<file path="config.mk">
export PLATFORM = sky130hd
export DESIGN_NAME = p_predict_serial
export DESIGN_NICKNAME = d
export VERILOG_FILES = /design/src/rtl/kf_pkg.sv /design/src/rtl/fxp_add.sv /design/src/rtl/p_predict_serial.sv
export SDC_FILE = /design/constraint.sdc
export NUM_CORES = 1
export LEC_CHECK = 0
export ABC_AREA = 1
export CAP_MARGIN = 20
export CORE_ASPECT_RATIO = 0.8
export CORE_MARGIN = 2
export CORE_UTILIZATION = 53
export CTS_CLUSTER_SIZE = 12
export DETAILED_ROUTE_END_ITERATION = 16
export PLACE_DENSITY = 0.81
export SLEW_MARGIN = 30
export SYNTH_ARGS = -nofsm -noshare
export SYNTH_HDL_FRONTEND = slang
export SYNTH_SLANG_ARGS = --single-unit
</file>
<file path="constraint.sdc">
create_clock -name clk -period 4.2 [get_ports clk]
set_input_delay 0.84 -clock clk [delete_from_list [all_inputs] [get_ports clk]]
set_output_delay 0.84 -clock clk [all_outputs]
set_load 0.02 [all_outputs]
</file>
<file path="src/rtl/kf_pkg.sv">
// Shared Kalman-filter constants: default word format, FSM state encoding and
// saturation limits for the default word width.
package kf_pkg;

   localparam int KF_N    = 20;
   localparam int KF_FRAC = 10;

   localparam logic [2:0] S_IDLE = 3'd0;
   localparam logic [2:0] S_REQ  = 3'd1;
   localparam logic [2:0] S_WAIT = 3'd2;
   localparam logic [2:0] S_ADD  = 3'd3;
   localparam logic [2:0] S_FIN  = 3'd4;

   localparam longint KF_SAT_MAX = (longint'(1) <<< (KF_N - 1)) - 1;
   localparam longint KF_SAT_MIN = -(longint'(1) <<< (KF_N - 1));

endpackage

</file>
<file path="src/rtl/fxp_add.sv">
// Signed fixed-point adder returning the full-precision N+1-bit sum;
// the caller decides how to clamp.
module fxp_add #(
   parameter int N = 20
) (
   input  logic signed [N-1:0] i_a,
   input  logic signed [N-1:0] i_b,
   output logic signed [N:0]   o_sum
);

   assign o_sum = {i_a[N-1], i_a} + {i_b[N-1], i_b};

endmodule

</file>
<file path="src/rtl/p_predict_serial.sv">
// Serial covariance prediction Pp = F*P*F^T + Q with F = [[1,1],[0,1]],
// evaluated as nine saturating additions through one shared adder.
module p_predict_serial
   import kf_pkg::*;
#(
   parameter int N    = KF_N,
   parameter int FRAC = KF_FRAC,
   parameter int TMO  = 16
) (
   input  logic                clk,
   input  logic                rst_n,
   input  logic                start,
   input  logic signed [N-1:0] P11,
   input  logic signed [N-1:0] P12,
   input  logic signed [N-1:0] P21,
   input  logic signed [N-1:0] P22,
   output logic                q_start,
   input  logic                q_done,
   input  logic signed [N-1:0] Q11,
   input  logic signed [N-1:0] Q12,
   input  logic signed [N-1:0] Q21,
   input  logic signed [N-1:0] Q22,
   output logic                busy,
   output logic                done,
   output logic                sat,
   output logic                err,
   output logic signed [N-1:0] Pp11,
   output logic signed [N-1:0] Pp12,
   output logic signed [N-1:0] Pp21,
   output logic signed [N-1:0] Pp22
);

   localparam int TW = (TMO > 1) ? $clog2(TMO) : 1;
   localparam logic signed [N-1:0] L_MAX = {1'b0, {(N-1){1'b1}}};
   localparam logic signed [N-1:0] L_MIN = {1'b1, {(N-1){1'b0}}};

   generate
      if (FRAC >= N) begin : g_bad_frac
         $error("p_predict_serial: FRAC must be smaller than N");
      end
   endgenerate

   logic [2:0]          r_state;
   logic [TW-1:0]       r_tmo;
   logic [3:0]          r_op;
   logic signed [N-1:0] r_acc;
   logic signed [N-1:0] r_p11, r_p12, r_p21, r_p22;
   logic signed [N-1:0] r_q11, r_q12, r_q21, r_q22;
   logic signed [N-1:0] r_pp11, r_pp12, r_pp21, r_pp22;
   logic                r_sat;
   logic                r_err;

   logic signed [N-1:0] w_a, w_b, w_res;
   logic signed [N:0]   w_sum;
   logic                w_clip;

   // Op schedule: the first op of each output seeds from P, the rest chain on r_acc.
   always_comb begin
      w_a = r_acc;
      w_b = '0;
      case (r_op)
         4'd0: begin w_a = r_p22; w_b = r_q22; end
         4'd1: begin w_a = r_p12; w_b = r_p22; end
         4'd2: w_b = r_q12;
         4'd3: begin w_a = r_p21; w_b = r_p22; end
         4'd4: w_b = r_q21;
         4'd5: begin w_a = r_p11; w_b = r_p12; end
         4'd6: w_b = r_p21;
         4'd7: w_b = r_p22;
         4'd8: w_b = r_q11;
         default: ;
      endcase
   end

   fxp_add #(.N(N)) u_add (
      .i_a   (w_a),
      .i_b   (w_b),
      .o_sum (w_sum)
   );

   // The N+1-bit sum overflows N bits exactly when its top two bits differ.
   assign w_clip = w_sum[N] ^ w_sum[N-1];
   assign w_res  = w_clip ? (w_sum[N] ? L_MIN : L_MAX) : w_sum[N-1:0];

   always_ff @(posedge clk) begin
      if (!rst_n) begin
         r_state <= S_IDLE;
         r_tmo   <= '0;
         r_op    <= '0;
         r_acc   <= '0;
         r_p11   <= '0; r_p12  <= '0; r_p21  <= '0; r_p22  <= '0;
         r_q11   <= '0; r_q12  <= '0; r_q21  <= '0; r_q22  <= '0;
         r_pp11  <= '0; r_pp12 <= '0; r_pp21 <= '0; r_pp22 <= '0;
         r_sat   <= 1'b0;
         r_err   <= 1'b0;
      end else begin
         r_err <= 1'b0;
         case (r_state)
            S_IDLE: begin
               if (start) begin
                  r_p11   <= P11; r_p12 <= P12; r_p21 <= P21; r_p22 <= P22;
                  r_sat   <= 1'b0;
                  r_state <= S_REQ;
               end
            end
            S_REQ: begin
               r_tmo   <= '0;
               r_state <= S_WAIT;
            end
            S_WAIT: begin
               if (q_done) begin
                  r_q11   <= Q11; r_q12 <= Q12; r_q21 <= Q21; r_q22 <= Q22;
                  r_op    <= '0;
                  r_state <= S_ADD;
               end else if (r_tmo == TW'(TMO - 1)) begin
                  r_err   <= 1'b1;
                  r_state <= S_IDLE;
               end else begin
                  r_tmo <= r_tmo + 1'b1;
               end
            end
            S_ADD: begin
               r_acc <= w_res;
               if (w_clip) r_sat <= 1'b1;
               case (r_op)
                  4'd0: r_pp22 <= w_res;
                  4'd2: r_pp12 <= w_res;
                  4'd4: r_pp21 <= w_res;
                  4'd8: r_pp11 <= w_res;
                  default: ;
               endcase
               if (r_op == 4'd8) r_state <= S_FIN;
               else              r_op    <= r_op + 4'd1;
            end
            S_FIN:   r_state <= S_IDLE;
            default: r_state <= S_IDLE;
         endcase
      end
   end

   assign q_start = (r_state == S_REQ);
   assign busy    = (r_state != S_IDLE);
   assign done    = (r_state == S_FIN);
   assign sat     = r_sat;
   assign err     = r_err;
   assign Pp11    = r_pp11;
   assign Pp12    = r_pp12;
   assign Pp21    = r_pp21;
   assign Pp22    = r_pp22;

endmodule

</file>
After elaboration in Yosys (flattened, before gate mapping):

Cells that the tools add are included.
W data, S select, Z words.

* register bits: 273
* input port bits: 164
* output and inout port bits: 85

* add/subtract/negate cells: 3
* eq/ne operators: 21
* multiplexer cells: 19
* bitwise operators: 3
* reductions and logical operators: 18

Operators by type and width (number)
* $pmux W20 S7: 1
* $pmux W20 S4: 1
* $mux W20: 2
* $add A20 B20 Y21: 1
* $eq A4 B3 Y1 const B: 4
* $mux W4: 4
* $pmux W4 S2: 2
* $ne A2 B2 Y1 const B: 7
* $mux W3: 4
* $pmux W3 S4: 1
* $reduce_and A2 Y1: 6
* $reduce_and A3 Y1: 4
* $add A4 B1 Y4 const B: 2
* $eq A4 B2 Y1 const B: 2
* $eq A4 B4 Y1 const B: 2
* $eq A3 B2 Y1 const B: 2
* $reduce_bool A2 Y1: 3
* $reduce_or A3 Y1: 2
* $eq A4 B1 Y1 const B: 1
* $logic_not A4 Y1: 1
* $eq A3 B1 Y1 const B: 1
* $eq A3 B3 Y1 const B: 1
* $logic_not A3 Y1: 1
* $mux W1: 3
* other kinds (5): 6

Longest topological paths before layout:

Gate-level depths: netlist of run 1.

* depth in word-level cells: 7
* gate-level depth with buffers: 26

Modules after synthesis:

Synthesis of run 1 repeated with hierarchy kept, for this count alone.

* cells, all modules: 1788
* area total of the unflattened synthesis: 12634.6 µm²

By module, submodules not included
* p_predict_serial: instances 1, cells an instance 1529, area an instance 11264.6 µm²
* fxp_add: instances 1, cells an instance 259, area an instance 1370.1 µm²

Least setup slack after synthesis of run 1:

No wires, ideal clock.

* kind: register to register
* start: reg r_op[1]
* end: reg r_pp12[10] (netlist: Pp12[10])
* setup time: 0.109 ns
* arrival time: 3.312 ns
* data required time: 4.091 ns
* slack: 0.779 ns
* cell stages (with the launch flop): 23
* path buffers: 3
* period minus slack after synthesis: 3.421 ns
* path through: dfxtp_1 -> inv_1 -> ha_1 -> inv_1 -> nor2_1 -> inv_1 -> nand4_1 -> buf_1 -> a21oi_1 -> ha_1 -> fa_1 -> nand3_1 -> nand2_1 -> nand3b_4 -> nand3_2 -> nand2_1 -> nand2_2 -> nand2_2 -> buf_6 -> buf_6 -> nand3_1 -> nand2_1 -> inv_1

* cells in the longest elaborated chain, start to end: 6
* elaborated cells on any way between the ends: 17

RTL lines
* start, declared: RTL line p_predict_serial.sv:45 `logic [3:0] r_op;`
* start signal, assigned: RTL line p_predict_serial.sv:133 `else r_op <= r_op + 4'd1;`
* $eq A4 B3 Y1, or another cell as far along: RTL line p_predict_serial.sv:61 `case (r_op)`
* $reduce_or A3 Y1 (no line)
* $pmux W20 S7: RTL line p_predict_serial.sv:61
* $add A20 B20 Y21: RTL line fxp_add.sv:11 `assign o_sum = {i_a[N-1], i_a} + {i_b[N-1], i_b};`
* $mux W20 / $xor A1 B1 Y1 (equally long branches): RTL line p_predict_serial.sv:83, p_predict_serial.sv:82
* $mux W20: RTL line p_predict_serial.sv:83 `assign w_res = w_clip ? (w_sum[N] ? L_MIN : L_MAX) : w_sum[N-1:0];`
* end signal, assigned: RTL line p_predict_serial.sv:127 `4'd2: r_pp12 <= w_res;`
* end, declared: RTL line p_predict_serial.sv:49 `logic signed [N-1:0] r_pp11, r_pp12, r_pp21, r_pp22;`

Several ways; a longest one is shown, not always the timed one.
A chain may end at the register's enable or synchronous reset.

Final worst setup path of run 1:

* start: reg r_op[0]
* end: reg r_pp22[13] (netlist: Pp22[13])

* cells in the longest elaborated chain, start to end: 6
* elaborated cells on any way between the ends: 17

RTL lines
* $eq A4 B3 Y1, or another cell as far along: RTL line p_predict_serial.sv:61
* $reduce_or A3 Y1 (no line)
* $pmux W20 S7: RTL line p_predict_serial.sv:61
* $add A20 B20 Y21: RTL line fxp_add.sv:11
* $mux W20 / $xor A1 B1 Y1 (equally long branches): RTL line p_predict_serial.sv:83, p_predict_serial.sv:82
* $mux W20: RTL line p_predict_serial.sv:83
* end signal, assigned: RTL line p_predict_serial.sv:126 `4'd0: r_pp22 <= w_res;`
* end, declared: RTL line p_predict_serial.sv:49

Several ways; a longest one is shown, not always the timed one.

==> impl_results.md, run 1 <==
- Outcome: finished, final reports clean
- Worst path buffer plus inverter count: 5
- Worst path top cell family by delay: simple AND/OR/NAND/NOR gates
- Synth Area in XOR/XNOR: 0.00941
- CTS tree: yes
- Arrival @ worst endpoint: 4420 ps
- Post-Syn Instances: 1914
- Average wire per standard cell: 18.7 um
- Most frequent cells in the layout: nor2_1, dfxtp_1, nand2_1
- DRT antenna net count: 0
- Fin Hold WS: 454 ps
- Core area: 0.0242 mm2
- Root buf cell: clkbuf_16
- H-tree depth: 1
- Number of buffers created by CTS: 27
- Crit path largest cell delay: 410 ps
- Final setup violation count: 0
- Post-route core utilization: 0.714
- Gpl congestion: approximately 1.1
- Initial antenna violation count: 0
- Netlist Area Pre-Place: 0.0130 mm2
- Part of the Yosys area used for sequential elements: 0.419
- DRT Pass-1 Iters: 6
- Post-Layout Cell Count: approximately 2500
- Max transition margin: 0.489
- CTS Hold Bufs: 0
- Crit Path Max Fanout: 34
- Mux cell area share after synthesis: 0
- Critical-path cell list: ha_1 -> nand2_1 -> buf_4 -> buf_4 -> o22ai_1 -> a21oi_1 -> a31oi_1 -> ha_1 -> buf_4 -> nand2_1 -> nor2_1 -> nand2_1 -> nand3b_4 -> nand3_2 -> nand2_1 -> nand2_2 -> nand2_2 -> buf_12 -> nand3_1 -> nand2_1 -> inv_1
- Hold WC Path Type: reg -> reg
- Fillers: 2028
- Vert. Die Dim: 144 um
- Post-route DRC: 0
- Setup crit end kind: flop
- Largest net degree at the start of global routing: 94
- Port Buffers: 248
- Most common cell after layout, fill and taps aside: nor2_1
- Critical path's slowest cell: dfxtp_1
- Yosys reg bits: 273
- Req. time, crit path: 4650 ps
- Avg Vias per Cell: 5.59
- Drt total wl: between 40000 and 50000 um
- Synth Area in Simple Gates: 0.262
- Skew-Pair Late Insertion Delay: 570 ps
- Die Width: 179 um
- Starting DRT DRC Count: 1494
- Largest family of logic cells by synthesized area: simple AND/OR/NAND/NOR gates
- Initial Utilization: 0.537
- GRT Residual Overflow: 0
- Dpl hpwl: 35000 um
- Clock tree buffer depth: 3
- Startpoint types: flop
- Final #Nets: roughly 2400
- Actual slew at the worst max-slew pin: 765 ps
- Syn_area_per_cell: between 6 and 7 um2
- # IOs: 249
- Via count: between 10000 and 15000
- Synth Area in Adders: 0.0255
- Final hold vios: 0
- Post-Route Setup TNS: 0 ps
- Most used cell, CP: nand2_1
- Cell row count: 51
- Max Cap Viol: 0
- Clk pin slew, worst setup/hold paths: 60 ps
- Max IR drop VDD: 572 uV
- Sequential Area: 0.00547 mm2
- Vias in the first global route: 12700
- F_max: approximately 0.25 GHz
- Dpl cells: 2471
- Leak: approximately 8 nW
- Layout cells sized above 1: 0.0822
- Final Critical Period: 3970 ps
- CP Class: reg -> reg
- Warnings from Yosys: 0
- Global-route wire length before repair: about 70000 um
- Tcrit/Tclk final: 0.945
- Clock skew: 23.2 ps
- Clk sinks: 273
- Fin. max-slew vios: 0
- Post-synthesis compound-gate area fraction: 0.177
- Pwr per Cell Area: 562 mW/mm2
- Tot GR Track Use: 0.354
- Area of the multi-input gates: 0.00630 mm2
- Library cells used by synthesis: 32
- Die area: between 0.02 and 0.03 mm2
- Syn Nets: 2104
- Syn-to-layout area delta: 32.9%
## synthesized netlist by cell type, drive strengths merged
cell | count | area share
fa | 1 | 0.0015
a211oi | 1 | 0.00058
ha | 25 | 0.024
a221oi | 40 | 0.027
a31oi | 8 | 0.0038
buf | 21 | 0.010
nand3 | 128 | 0.050
o211ai | 15 | 0.0086
dfxtp | 273 | 0.42
o21ai | 155 | 0.060
inv | 235 | 0.068
nand4 | 13 | 0.0062
nand2 | 272 | 0.079
clkinv | 2 | 0.00058
o2111ai | 8 | 0.0054
clkbuf | 97 | 0.028
a22oi | 4 | 0.0023
nor2 | 414 | 0.12
xnor2 | 4 | 0.0027
nor3 | 11 | 0.0042
nand3b | 1 | 0.0015
o22ai | 25 | 0.012
a21oi | 141 | 0.054
and2 | 4 | 0.0021
xor2 | 10 | 0.0067
o21bai | 6 | 0.0035
## what timing repair did
action,4_1_cts,5_1_grt
resized for setup,0,20
setup endpoints to repair,0,96
setup buffers,0,1
## flip-flops by register name (all words and copies together), names as in the netlist, 3 cells and up
name,cells
r_p22,20
r_tmo,4
r_q21,20
Pp12,20
r_op,4
Pp11,20
Pp22,20
r_p11,20
r_acc,20
r_p21,20
r_q12,20
r_state,3
r_p12,20
r_q22,20
r_q11,20
Pp21,20
## metal layers
| metal | vias to the layer above | routed length, um | global-route usage |
|---|---|---|---|
| met5 | - | 69 | 0.0218 |
| met4 | 2 | 1230 | 0.0951 |
| met3 | 88 | 5910 | 0.103 |
| met2 | 756 | 18600 | 0.492 |
| met1 | 6457 | 21000 | 0.527 |
| li1 | 6725 | - | - |
## worst register-to-register path: cells and delay by family (launching register included)
kind | cells | cell delay (ps)
and+or+nand+nor | 11 | 1310
DFF | 1 | 410
adders and majority gates | 2 | 660
AOI/OAI and AO/OA | 3 | 650
buffers and inverters | 5 | 840
## metrics by stage
stage,instance area [um2],power (mW),worst slack (ps)
2_1_floorplan,13000,5.43,779
3_3_place_gp,16400,7.29,202
3_5_place_dp,16400,7.32,139
4_1_cts,17200,9.55,110
5_1_grt,17300,10.1,-0.381
6_report,17300,9.72,231
## logic make-up (layout without fill, tap and decap cells)
logic type | count (synthesis) | after routing
and+or+nand+nor | 843 | 843
AOI/OAI and AO/OA | 403 | 403
buffers and inverters | 355 | 631
DFF | 273 | 273
adders and majority gates | 26 | 26
xor gates and xnor gates | 14 | 14
other | 0 | 1
## area by class of cell
cell class                      count  area share
Antenna cell                        1    0.000144
Clock buffer                       34      0.0434
Multi-Input combinational cell   1286       0.364
Tap cell                          318      0.0230
Sequential cell                   273       0.316
Inverter                          237      0.0514
Timing Repair Buffer              358       0.201
Clock inverter                      2     0.00144
## report_power, final
part,internal (mW),total [mW],switching (mW),leakage (nW)
clock network,1.24,2.24,0.995,0.385
logic,1.60,4.13,2.53,5.18
registers,3.06,3.36,0.300,2.22
total,5.90,9.72,3.83,7.79
## final timing paths
| path | from | to | slack, ps | depth (start not counted) |
|---|---|---|---|---|
| worst min-delay path | sat | sat | 450 | 2 |
| worst max-delay path | r_op[0] | Pp22[13] | 230 | 21 |
| worst max register to register | r_op[0] | Pp22[13] | 230 | 21 |
| worst min register to register | sat | sat | 450 | 2 |
(Power assumes the default switching activity.)
==> inputs of run 2 (changes only) <==
- SLEW_MARGIN: 30 -> 0
==> results of run 2 <==
Final layout, timing and power as in run 1 (identical DEF).
==> inputs of run 3 (changes only) <==
- CORE_ASPECT_RATIO: 0.8 -> 1.1
- clock period: 4.2 -> 3.9 ns (I/O delays scaled with it)
==> impl_results.md, run 3 (synthesis gave the netlist of run 1 again) <==
- Startpoint types: flop (unchanged)
- Pint: 6.85 mW (was 5.90 mW)
- Core area: 0.0243 mm2 (was 0.0242 mm2)
- Post-route DRC: 0 (unchanged)
- Fillers: 1971 (was 2028)
- Arrival @ worst endpoint: 4260 ps (was 4420 ps)
- Tot GR Track Use: 0.357 (was 0.354)
- Final Cell Area: 0.0179 mm2 (was 0.0173 mm2)
- Root buf cell: clkbuf_16 (unchanged)
- Layout cells sized above 1: 0.111 (was 0.0822)
- Most common cell after layout, fill and taps aside: nor2_1 (unchanged)
- Initial Utilization: 0.536 (was 0.537)
- Final Critical Period: 3800 ps (was 3970 ps)
- Global-route wire length before repair: 73100 um (was 70300 um)
- # IOs: 249 (unchanged)
- F_max: 0.263 GHz (was 0.252 GHz)
- Fin. max-slew vios: 0 (unchanged)
- Critical-path cell list: inv_1 -> buf_4 -> ha_1 -> inv_2 -> nor2_2 -> inv_2 -> buf_6 -> o21ai_0 -> a221oi_2 -> nand4_1 -> ha_1 -> fa_2 -> nand3_1 -> nand2_1 -> nand3b_4 -> nand4_1 -> nand2_1 -> nand2_4 -> buf_12 -> nand2_1 -> buf_12 -> nand3_1 -> nand2_1 -> inv_1 (was ha_1 -> nand2_1 -> buf_4 -> buf_4 -> o22ai_1 -> a21oi_1 -> a31oi_1 -> ha_1 -> buf_4 -> nand2_1 -> nor2_1 -> nand2_1 -> nand3b_4 -> nand3_2 -> nand2_1 -> nand2_2 -> nand2_2 -> buf_12 -> nand3_1 -> nand2_1 -> inv_1)
- DRT Pass-1 Iters: 8 (was 6)
- Max IR drop VDD: 348 uV (was 572 uV)
- Via count: 14200 (was 14000)
- GRT Residual Overflow: 0 (unchanged)
- Setup crit end kind: flop (unchanged)
- CTS Hold Bufs: 0 (unchanged)
- Final hold vios: 0 (unchanged)
- Req. time, crit path: 4360 ps (was 4650 ps)
- Leak: 8.02 nW (was 7.79 nW)
- H-tree depth: 1 (unchanged)
- Initial antenna violation count: 0 (unchanged)
- Die area: 0.0259 mm2 (about the same)
- Total power: 11.2 mW (was 9.72 mW)
- Clock tree buffer depth: 3 (unchanged)
- Final #Nets: 2391 (was 2373)
- Clock skew: 14.4 ps (was 23.2 ps)
- Most used cell, CP: nand2_1 (unchanged)
- Dpl cell area: 0.0165 mm2 (was 0.0164 mm2)
- Outcome: finished, final reports clean (unchanged)
- Actual slew at the worst max-slew pin: 615 ps (was 765 ps)
- CTS tree: yes (unchanged)
- Drt total wl: 48800 um (was 46800 um)
- Tcrit/Tclk final: 0.975 (was 0.945)
- Clk sinks: 273 (unchanged)
- Post-Layout Cell Count: 2529 (was 2509)
- Antenna Cells: 0 (was 1)
- Max Cap Viol: 0 (unchanged)
- Hold WC Path Type: reg -> reg (unchanged)
- Crit Path Max Fanout: 9 (was 34)
- Port Buffers: 248 (unchanged)
- Crit path largest cell delay: 400 ps (was 410 ps)
- Max transition margin: 0.585 (was 0.489)
- Skew-Pair Late Insertion Delay: 560 ps (was 570 ps)
- Critical path's slowest cell: fa_2 (was dfxtp_1)
- Average wire per standard cell: 19.3 um (was 18.7 um)
- Most frequent cells in the layout: nor2_1, dfxtp_1, nand2_1 (unchanged)
- Logic pwr share: 0.441 (was 0.425)
- Pwr per Cell Area: 623 mW/mm2 (was 562 mW/mm2)
- Die Width: 153 um (was 179 um)
- Number of buffers created by CTS: 29 (was 27)
- Clk pin slew, worst setup/hold paths: 60 ps (about the same)
- Worst path top cell family by delay: simple AND/OR/NAND/NOR gates (unchanged)
- Starting DRT DRC Count: 1356 (was 1494)
- Worst path buffer plus inverter count: 8 (was 5)
- Gpl congestion: 1.03 (was 1.05)
- Largest net degree at the start of global routing: 90 (was 94)
- Cell row count: 60 (was 51)
- Fin Hold WS: 457 ps (was 454 ps)
- Syn-to-layout area delta: 37.3% (was 32.9%)
- DRT antenna net count: 0 (unchanged)
- Sw Ratio: 0.386 (was 0.394)
- Dpl cells: 2465 (was 2471)
- Vias in the first global route: 13400 (was 12700)
- CP Class: reg -> reg (unchanged)
- Avg Vias per Cell: 5.62 (was 5.59)
- Dpl hpwl: 35700 um (was 35000 um)
- Vert. Die Dim: 168 um (was 144 um)
- Flop pwr share: 0.322 (was 0.346)
- Switch Pwr: 4.30 mW (was 3.83 mW)
- Final setup violation count: 0 (unchanged)
- Post-route core utilization: 0.735 (was 0.714)
- Clock network power share: 0.237 (was 0.230)
==> run 3: cell count changes in the layout (fill, tap and decap cells not counted), moves of 8 or more <==
cell,previous run,this run
nor2_1,407,397
nor2_2,5,14
a221oi_1,32,24
nand2_2,5,16
clkbuf_1,2,10
nand2_1,266,253
==> run 3: final timing paths <==
kind	startpoint	to	slack, ps	depth (start not counted)
min reg2reg	r_q21[10]	r_q21[10]	460	2
max reg2reg	r_op[0]	Pp22[9]	100	24
min	r_q21[10]	r_q21[10]	460	2
max	r_op[0]	Pp22[9]	100	24
==> run 3: cell type report <==
class / count / area, um2 / share of cell area
tap: 310 / 388 / 0.0217
sequential: 273 / 5470 / 0.306
clock inverter: 5 / 60.1 / 0.00336
inverter: 237 / 890 / 0.0497
multi-input combinational: 1286 / 6490 / 0.363
clock buffer: 44 / 832 / 0.0465
timing repair buffer: 374 / 3760 / 0.210
==> run 3: power by group through the flow <==
stage                     clock, mW  combinational (mW)  sequential [mW]
after global routing           2.77                5.23             3.63
after global placement            0                4.33             3.61
after floorplan                   0                2.28             3.56
after CTS                      2.65                4.43             3.56
after detailed placement          0                4.38             3.62
final                          2.64                4.92             3.60
==> run 3: timing repair <==
item	CTS	global route
cloned	0	5
setup endpoints to repair	92	96
hold endpoints to repair	0	0
setup buffers	0	10
pin swaps	1	20
gates resized for setup	5	70
==> run 3: routing by layer <==
| layer | track usage | share of wire | wire (um) | up-vias |
|---|---|---|---|---|
| met3 | 0.0450 | 0.074 | 3600 | 143 |
| met4 | 0.181 | 0.056 | 2730 | 0 |
| met5 | 0 | 0 | 0 | - |
| met1 | 0.439 | 0.39 | 18900 | 6557 |
| li1 | - | - | - | 6771 |
| met2 | 0.614 | 0.48 | 23500 | 731 |
==> run 3: worst min-delay path: stages (launching register included) <==
cell,delay (ps)
dfxtp_1,300
inv_1,60
a21oi_1,50
==> run 3: stage by stage <==
| stage | setup WS [ps] | setup TNS, ps |
|---|---|---|
| global route | -48.3 | -872 |
| detailed placement | -96.5 | -2130 |
| CTS | 21.8 | 0 |
| finish | 99.2 | 0 |
| global placement | -150 | -6560 |
| floorplan | 479 | 0 |
==> patch (flow settings as in run 3) <==
Register the input `P21` before use. The logic sees it one clock later. The other inputs are not delayed to match.
--- a/src/rtl/p_predict_serial.sv
+++ b/src/rtl/p_predict_serial.sv
@@ -33,6 +33,12 @@
    localparam int TW = (TMO > 1) ? $clog2(TMO) : 1;
    localparam logic signed [N-1:0] L_MAX = {1'b0, {(N-1){1'b1}}};
    localparam logic signed [N-1:0] L_MIN = {1'b1, {(N-1){1'b0}}};
+
+   logic signed [N-1:0] P21_q;
+
+   always_ff @(posedge clk) begin
+      P21_q <= P21;
+   end
 
    generate
       if (FRAC >= N) begin : g_bad_frac
@@ -98,7 +104,7 @@
          case (r_state)
             S_IDLE: begin
                if (start) begin
-                  r_p11   <= P11; r_p12 <= P12; r_p21 <= P21; r_p22 <= P22;
+                  r_p11   <= P11; r_p12 <= P12; r_p21 <= P21_q; r_p22 <= P22;
                   r_sat   <= 1'b0;
                   r_state <= S_REQ;
                end
Check against the original RTL: not equivalent (a bounded check fails within 10 cycles, from zero or initial values and one cycle with rst_n low).
==> patch against run 3 <==
Synthesized cell count grew 0.84%. Sequential cell count grew 20. Setup slack gained 0.0050 ns. Clock power shrank 3%. Power shrank 1.4%. Final area grew 3.4%. Synthesized area grew 6.1%. Die area grew 5.9%. Wire length shrank 1.0%. Largest power group unchanged. Highest routed layer unchanged.
==> patch: results (changes against run 3) <==
| Metric | Value |
|---|---|
| Crit. Startpoint | `r_op[3]$_SDFFE_PN0P_` |
| Synthesized instance count | `1930 (+0.84%)` |
| Sequential-to-total area share from yosys stat | `42.4% (+0.49 points)` |
| Gr usage total | `33.2% (-2.5 points)` |
| GRT met1 Usage | `39.9% (-4.0 points)` |
| Vias in the first global route | `13.3k (-1.0%)` |
| Pleak | `8.11 nW (+1.1%)` |
| Largest net degree at the start of global routing | `111 (+23%)` |
| WL met2 | `23.0 mm (-2.2%)` |
| Final wirelength | `48.3 mm (-1.0%)` |
| VDD IR max | `0.364 mV (+4.7%)` |
| Most instantiated cells after synthesis | `404 x nor2_1, 293 x dfxtp_1, 259 x nand2_1` |
| CP peak stage delay | `0.35 ns (-0.05 ns)` |
| Post_cts resized | `6 (+1)` |
| Hold Crit Start | `sat$_SDFFE_PN0P_` |
| Post-CTS setup buffers | `3 (+3)` |
| Port Buf Inserts | `248 (unchanged)` |
| R2R Setup Slk | `0.10 ns` |
| First-pass GRT wire length | `70.5 mm (-3.6%)` |
| Worst-path fanout max | `24 (+15)` |
| Adder-cell share of the synthesized area | `2.41% (-0.15 points)` |
| # nets final | `2389 (-0.084%)` |
| Status | `finished clean` |
| Synth top area cells | `dfxtp_1 42%, nor2_1 11%, nand2_1 7.0%, inv_1 5.8%, o21ai_0 5.2%` |
| R2R cell count | `25 (+4.2%)` |
| Synth Area in Compound Gates | `16.7% (-1.0 points)` |
| Final HPWL DP | `34.8 mm (-2.6%)` |
| DR WL met3 | `3.83 mm (+6.4%)` |
| MaxCap Viol Count | `0 (unchanged)` |
| CP max-delay cell | `dfxtp_1` |
| Routability Congestion | `1.01 (-2.3%)` |
| Layout cells sized above 1 | `14.1% (+2.9 points)` |
| Vias/cell | `5.59 (-0.42%)` |
| Rel. slew slack | `48.0% (-11 points)` |
| M1 WL | `18.1 mm (-4.2%)` |
| # fillers | `2135 (+8.3%)` |
| Avg WL per Cell | `18.8 µm (-2.3%)` |
| Setup crit end | `Pp22[16]$_SDFFE_PN0P_` |
| Hold Crit Endpoint | `sat$_SDFFE_PN0P_` |
| CTS Buf Count | `29 (unchanged)` |
| M2 GR Usage | `55.7% (-5.7 points)` |
| Placed Instance Area | `17000 µm² (+3.0%)` |
| Placed instance count | `2497 (+1.3%)` |
| Post-Syn Nets | `2120 (+0.76%)` |
| Xor and xnor area share after synthesis | `0.887% (-0.054 points)` |
| Distinct cells, synth | `41 (+28%)` |
| Met3 Use GR | `4.90% (+0.40 points)` |
| Setup Skew | `0.00782 ns (-0.00660 ns)` |
| Initial DRC count | `1435 (+5.8%)` |
| Drt pass-1 iters | `7 (-1)` |
[patch: cell count changes in the layout (fill, tap and decap cells not counted), moves of 9 or more]
cell      delta
a21oi_1     -18
a21oi_2     +17
a221oi_1    -10
a22oi_1      +9
buf_12      -10
dfxtp_1     +19
ha_1         -9
inv_1       -17
nand2_4     +14
nand3_1     -31
nand3_2     +38
o21ai_0     -12
[patch: stage by stage]
stage | power, mW | hold slack, ns | TNS [ns] | util (%) | setup WS, ns
4_1_cts | 10.4 | 0.451 | 0 | 68.9 | 0.00100
3_5_place_dp | 7.83 | 0.439 | -2.12 | 65.5 | -0.0932
6_report | 11.0 | 0.448 | 0 | 71.4 | 0.104
2_1_floorplan | 6.39 | 0.430 | 0 | - | 0.565
5_1_grt | 11.4 | 0.474 | -2.46 | 71.4 | -0.0832
3_3_place_gp | 7.79 | 0.443 | -0.505 | 65.5 | -0.0664
[patch: kinds of logic (layout without fill, tap and decap cells)]
family,count (synthesis),count (layout)
AND/OR/NAND/NOR,855,856
AO/OA/AOI/OAI,399,399
buffers and inverters,343,622
flip-flops,293,293
adder cells (fa/ha/maj),26,26
XOR/XNOR,14,14
[patch: final cells by class]
class / instances / area, µm² / share of cell area [%]
well taps: 352 / 440 / 2.38
clock buffers: 39 / 793 / 4.29
repair buffers: 358 / 3500 / 18.9
inverters: 222 / 838 / 4.53
multi-input cells: 1295 / 7030 / 38.0
clock inverters: 3 / 30.0 / 0.162
flip-flops and latches: 293 / 5870 / 31.7
[patch: power breakdown]
| group | switching (mW) | internal (mW) | total [mW] | leakage (nW) |
|---|---|---|---|---|
| logic | 2.90 | 1.69 | 4.60 | 5.31 |
| clock network | 1.16 | 1.40 | 2.56 | 0.405 |
| registers | 0.339 | 3.50 | 3.84 | 2.39 |
